$ cat src/rtl/adc_fifo_pkg.sv
// Shared defaults and helpers for the ADC sample FIFO.
//   DATA_W_DEF   : default sample width
//   DEPTH_DEF    : default number of entries (power of two)
//   AFULL_TH_DEF : default almost_full threshold
//   ptr_w()      : pointer width, log2(depth)
package adc_fifo_pkg;

  localparam int DATA_W_DEF   = 8;
  localparam int DEPTH_DEF    = 16;
  localparam int AFULL_TH_DEF = 12;

  function automatic int ptr_w(input int depth);
    return $clog2(depth);
  endfunction

endpackage

$ cat src/rtl/fifo_mem.sv
// Sample storage: DEPTH x DATA_W register array.
//   clk     : clock, rising edge
//   i_we    : write enable, i_waddr/i_wdata : write address/data
//   i_re    : read enable,  i_raddr         : read address
//   o_rdata : registered read data, holds between reads
// Contents and the read register are intentionally not reset.
module fifo_mem
  import adc_fifo_pkg::*;
#(
  parameter int DATA_W = DATA_W_DEF,
  parameter int DEPTH  = DEPTH_DEF
) (
  input  logic                     clk,
  input  logic                     i_we,
  input  logic [ptr_w(DEPTH)-1:0]  i_waddr,
  input  logic [DATA_W-1:0]        i_wdata,
  input  logic                     i_re,
  input  logic [ptr_w(DEPTH)-1:0]  i_raddr,
  output logic [DATA_W-1:0]        o_rdata
);

  logic [DATA_W-1:0] r_mem [DEPTH];
  logic [DATA_W-1:0] r_q;

  always_ff @(posedge clk) begin
    if (i_we) r_mem[i_waddr] <= i_wdata;
    if (i_re) r_q <= r_mem[i_raddr];
  end

  assign o_rdata = r_q;

endmodule

$ cat src/rtl/adc_sample_fifo.sv
// Synchronous FIFO buffering ADC samples from the SPI capture stage.
//   clk, reset_n      : clock (rising edge), async active-low reset
//   write_to_fifo     : write strobe, adc1_dout : sample data
//   rd_en             : read request, clr_flags : clear sticky flags
//   rd_data, rd_valid : read data, valid one cycle after accepted read
//   full, empty, almost_full, count : registered occupancy status
//   overflow, underflow : sticky dropped-write / ignored-read flags
module adc_sample_fifo
  import adc_fifo_pkg::*;
#(
  parameter int DATA_W   = DATA_W_DEF,
  parameter int DEPTH    = DEPTH_DEF,
  parameter int AFULL_TH = AFULL_TH_DEF
) (
  input  logic                    clk,
  input  logic                    reset_n,
  input  logic                    write_to_fifo,
  input  logic [DATA_W-1:0]       adc1_dout,
  input  logic                    rd_en,
  input  logic                    clr_flags,
  output logic [DATA_W-1:0]       rd_data,
  output logic                    rd_valid,
  output logic                    full,
  output logic                    empty,
  output logic                    almost_full,
  output logic [ptr_w(DEPTH):0]   count,
  output logic                    overflow,
  output logic                    underflow
);

  localparam int PW = ptr_w(DEPTH);
  localparam int CW = PW + 1;
  localparam logic [CW-1:0] DEPTH_C = CW'(DEPTH);
  localparam logic [CW-1:0] AFULL_C = CW'(AFULL_TH);

  logic [PW-1:0]     r_wr_ptr, r_rd_ptr;
  logic [CW-1:0]     r_count, w_count_nxt;
  logic              r_full, r_empty, r_afull;
  logic              r_rd_valid, r_rd_seen;
  logic              r_ovf, r_udf;
  logic              w_wr_acc, w_rd_acc;
  logic [DATA_W-1:0] w_mem_q;

  // A read frees a slot in the same edge, so a full FIFO still takes a write.
  assign w_rd_acc = rd_en & ~r_empty;
  assign w_wr_acc = write_to_fifo & (~r_full | w_rd_acc);

  always_comb begin
    w_count_nxt = r_count;
    case ({w_wr_acc, w_rd_acc})
      2'b10:   w_count_nxt = r_count + CW'(1);
      2'b01:   w_count_nxt = r_count - CW'(1);
      default: w_count_nxt = r_count;
    endcase
  end

  always_ff @(posedge clk or negedge reset_n) begin
    if (!reset_n) begin
      r_wr_ptr   <= '0;
      r_rd_ptr   <= '0;
      r_count    <= '0;
      r_full     <= 1'b0;
      r_empty    <= 1'b1;
      r_afull    <= 1'b0;
      r_rd_valid <= 1'b0;
      r_rd_seen  <= 1'b0;
      r_ovf      <= 1'b0;
      r_udf      <= 1'b0;
    end else begin
      if (w_wr_acc) r_wr_ptr <= r_wr_ptr + PW'(1);
      if (w_rd_acc) r_rd_ptr <= r_rd_ptr + PW'(1);
      r_count    <= w_count_nxt;
      r_full     <= (w_count_nxt == DEPTH_C);
      r_empty    <= (w_count_nxt == '0);
      r_afull    <= (w_count_nxt >= AFULL_C);
      r_rd_valid <= w_rd_acc;
      if (w_rd_acc) r_rd_seen <= 1'b1;
      // New events win over a simultaneous clear.
      r_ovf <= (write_to_fifo & ~w_wr_acc) | (r_ovf & ~clr_flags);
      r_udf <= (rd_en & r_empty)           | (r_udf & ~clr_flags);
    end
  end

  fifo_mem #(.DATA_W(DATA_W), .DEPTH(DEPTH)) u_mem (
    .clk     (clk),
    .i_we    (w_wr_acc),
    .i_waddr (r_wr_ptr),
    .i_wdata (adc1_dout),
    .i_re    (w_rd_acc),
    .i_raddr (r_rd_ptr),
    .o_rdata (w_mem_q)
  );

  // The memory read register has no reset; mask it to zero until the first
  // read after reset so stale pre-reset contents never appear on rd_data.
  assign rd_data     = r_rd_seen ? w_mem_q : '0;
  assign rd_valid    = r_rd_valid;
  assign full        = r_full;
  assign empty       = r_empty;
  assign almost_full = r_afull;
  assign count       = r_count;
  assign overflow    = r_ovf;
  assign underflow   = r_udf;

endmodule

$ cat config.mk
export PLATFORM = sky130hd
export DESIGN_NAME = adc_sample_fifo
export DESIGN_NICKNAME = d
export VERILOG_FILES = /design/src/rtl/adc_fifo_pkg.sv /design/src/rtl/fifo_mem.sv /design/src/rtl/adc_sample_fifo.sv
export SDC_FILE = /design/constraint.sdc
export NUM_CORES = 1
export LEC_CHECK = 0
export CORE_MARGIN = 5
export CORE_UTILIZATION = 59
export DETAILED_ROUTE_END_ITERATION = 16
export GPL_TIMING_DRIVEN = 0
export PLACE_DENSITY = 0.86
export SYNTH_ARGS = -nofsm -noshare
export SYNTH_HDL_FRONTEND = slang
export SYNTH_SLANG_ARGS = --single-unit
$ cat constraint.sdc
create_clock -name clk -period 3.9 [get_ports clk]
set_input_delay 0.78 -clock clk [delete_from_list [all_inputs] [get_ports clk]]
set_output_delay 0.78 -clock clk [all_outputs]
set_load 0.1 [all_outputs]
==> Implementation_results.wiki <==
{| class="wikitable"
! Metric !! Value
|-
| Result of the run || finished clean
|-
| Met3 wirelength from detailed routing || 788 um
|-
| Slew Limit Headroom || 0.112
|-
| Post-synthesis net count || 333
|-
| Setup TNS Final || 0 ps
|-
| Critical path data arrival time || 3940 ps
|-
| Placement row count || 37
|-
| Remaining antenna violation count || 0
|-
| Mean area per synthesized cell || 20.4 um^2
|-
| Commonest register cell after synthesis || sky130_fd_sc_hd__edfxtp_1
|-
| Initial detailed-routing violation count || 331
|-
| Max incr delay on CP || 490 ps
|-
| Total global routing track utilization || 0.207
|-
| End point of the most critical hold path || underflow
|-
| Startpoint of the lowest-slack register-to-register path || empty
|-
| Layout cell share with drive strength beyond 1 || 0.131
|-
| Maximum Capacitance Violations || 0
|-
| Worst Max-Slew Pin Slew || 1320 ps
|-
| Remaining global-route overflow || 0
|-
| Maximum fanout count along the critical path || 9
|-
| Cell Int Power || 3820 uW
|-
| Final WS setup || 411 ps
|-
| Fraction of registers with async set or reset after synthesis || 0.128
|-
| CP Data Required Time || 4350 ps
|-
| Global placer's final weighted congestion || 0.767
|-
| Final Skew || 11.4 ps
|-
| RSZ-0062 raised after global routing || no
|-
| Number of flops mapped to enable cells by yosys || 136
|-
| Kind of path behind the tightest hold check || register to register
|-
| Initial DRT Pass Iterations || 4
|-
| Number of top-level design ports || 32
|-
| Total via count after detailed routing || 3182
|-
| Die area || 12900 um^2
|-
| Pin count of the biggest net entering global routing || 21
|-
| CTS root buffer || sky130_fd_sc_hd__clkbuf_8
|-
| Clock latency of the later-clocked register in the worst-skew pair || 530 ps
|-
| Synth top area share || 0.645
|-
| Final number of hold-violating endpoints || 0
|-
| Synth cell types || 36
|-
| Filler Cells Inserted || 627
|-
| Net count of the finished layout || 383
|-
| Area inside the core boundary || 10400 um^2
|-
| Net switching share of the total power || 0.374
|-
| Ratio of final minimum period to clock period || 0.895
|-
| Final number of max-transition violations || 0
|-
| Half-perimeter wire length after placement || 7930 um
|-
| Hold buffer count at CTS || 0
|-
| Min Clock Period, post-route || 3490 ps
|-
| First-pass GRT wire length || 19100 um
|-
| Number of antenna violations at the first check in global routing || 0
|-
| Cell-by-cell trace of the critical path || clkdlybuf4s50_1 -> nand2b_1 -> clkbuf_1 -> a21boi_2 -> inv_1 -> ha_1 -> buf_2 -> xor2_1 -> ha_1 -> a21oi_1 -> mux2i_1 -> xor2_1 -> o311ai_0 -> nor2b_1
|-
| Register-to-register path setup slack || 660 ps
|-
| Largest area contributor in the netlist || sky130_fd_sc_hd__edfxtp_1
|-
| Gate power share || 0.372
|-
| Netlist Area Pre-Place || 6330 um^2
|-
| Port Buf Inserts || 31
|-
| Share of synthesized area occupied by flip-flops and latches || 0.724
|-
| Met1 layer wirelength in the final routing || 4990 um
|-
| Kind of start point of the critical path || input pin
|-
| Highest Signal Layer || met4
|-
| Post-CTS setup-driven buffer insertion count || 0
|-
| Number of endpoints failing setup at the final stage || 0
|-
| CP Capture Type || register
|-
| Warning count from the yosys run || 0
|-
| Fraction of power consumed by the clock network || 0.259
|-
| Number of levels the H-tree was split into || 4
|-
| Sequential standard cell area || 4590 um^2
|-
| Total power divided by cell area || 826 nW/um^2
|-
| Initial core utilization || 0.608
|-
| Wire length after detailed routing || 12500 um
|-
| Source of the worst hold timing path || empty
|-
| Flop and latch count out of synthesis || 156
|-
| Leakage Power || 0.00256 uW
|-
| Number of buffers between clock root and the deepest sink || 2
|-
| Routed len/inst || 24.5 um
|-
| Number of cells produced by synthesis || 311
|-
| Capture point of the worst reg-to-reg path || full
|-
| Switching power total || 2280 uW
|-
| Post-CTS clock slew at the launch and capture registers of the worst setup and hold paths || 70 ps
|-
| Area growth from synthesis to final layout || 16.5%
|-
| Detailed route wirelength on metal2 || 6440 um
|-
| Fmax achieved || 287 MHz
|-
| Residual DRC || 0
|-
| Multi-input combinational cell area || 1630 um^2
|-
| TritonCTS clock tree || done
|-
| Clock buffer count from CTS || 17
|-
| Die boundary height || 114 um
|-
| TritonCTS Sinks || 156
|-
| Utilization after layout || 0.708
|-
| Antenna cells || 0
|-
| R2R depth || 12
|-
| Detailed-route vias per instance || 6.24
|-
| Cell with the most instances after synthesis || sky130_fd_sc_hd__edfxtp_1
|-
| Sequential Power Share || 0.368
|-
| Peak ir drop on the vdd network || 0.660 mV
|-
| Number of global-route vias before repair || 3295
|-
| DP Worst Slack || -111 ps
|-
| Cell types with the largest area share after synthesis || sky130_fd_sc_hd__edfxtp_1 (64%), sky130_fd_sc_hd__mux4_1 (12%), sky130_fd_sc_hd__dfrtp_1 (7.5%)
|-
| Die boundary width || 114 um
|-
| Slowest-stage cell, CP || sky130_fd_sc_hd__clkdlybuf4s50_1
|-
| Cell types with the highest counts after synthesis || sky130_fd_sc_hd__edfxtp_1 (136), sky130_fd_sc_hd__mux4_1 (30), sky130_fd_sc_hd__dfrtp_1 (19)
|-
| Classification of the worst setup path || input pin to register
|-
| Number of stages on the worst hold path || 2
|-
| # resized after CTS || 0
|}
critical path, delay by kind of cell:
family	cells	cell delay, ps
buffers and inverters	4	990
AO/OA/AOI/OAI	3	860
adder cells (fa/ha/maj)	2	450
XOR/XNOR	2	370
multiplexers	1	240
AND/OR/NAND/NOR	2	220
logic make-up after synthesis:
logic type	after synthesis	synth area share
xor gates and xnor gates	12	0.0166
muxes	42	0.163
AOI/OAI and AO/OA	12	0.0130
buffers and inverters	23	0.0192
DFF	156	0.724
adders and majority gates	9	0.0178
and+or+nand+nor	57	0.0460
power groups by stage:
stage | clock network (uW) | logic (uW) | registers (uW)
after detailed placement | 0 | 2260 | 2270
after CTS | 1590 | 2280 | 2240
final | 1580 | 2270 | 2240
after global placement | 0 | 2190 | 2250
after global routing | 1670 | 2380 | 2270
after floorplan | 0 | 1370 | 2570
worst max-delay path by stage:
stage / cells past startpoint / slack (ps) / from / end
floorplan: 12 / 690 / empty / full
global placement: 14 / 40 / rd_en / full
detailed placement: 14 / -110 / rd_en / full
CTS: 14 / 450 / rd_en / full
global route: 14 / 150 / rd_en / full
finish: 14 / 410 / rd_en / full
stage by stage:
stage / area (um^2) / total power [uW] / instances / hold slack [ps]
6_report: 7380 / 6090 / 510 / 543
2_1_floorplan: 6330 / 3940 / 311 / 484
5_1_grt: 7380 / 6310 / 510 / 570
4_1_cts: 7380 / 6120 / 510 / 546
3_5_place_dp: 6810 / 4530 / 478 / 536
3_3_place_gp: 6810 / 4440 / 478 / 526
area by class of cell:
cell class,instances,area share
timing repair buffer,31,0.0421
inverter,8,0.00407
multi-input combinational,132,0.220
sequential,156,0.622
clock inverter,15,0.0204
clock buffer,17,0.0561
buffer,15,0.0124
tap,136,0.0231
layout by cell type (no fill, tap or decap), drive strengths merged, types with 2 or more instances in the layout:
cell,n
nand2b,4
and2,8
mux2i,2
nand4,3
ha,9
xor2,3
dfrtp,19
o21ai,5
clkbuf,25
nor2b,2
clkinv,3
nor3,4
edfxtp,136
clkdlybuf4s50,31
inv,18
buf,7
nand3,2
xnor2,9
mux4,40
nor2,16
nand2,13
sequential cells by signal, summed over array words and instances (netlist names):
register       count
almost_full        1
count              5
empty              1
full               1
overflow           1
r_rd_ptr           4
r_rd_seen          1
r_wr_ptr           4
rd_valid           1
u_mem.o_rdata      8
u_mem.r_mem      128
underflow          1
metal layers:
layer  GRT usage  vias up
li1            -     1367
met1       0.271     1627
met2       0.349      165
met3      0.0361       23
met4      0.0793        0
met5           0        -
No activity file was read; power rests on OpenSTA's default activity.
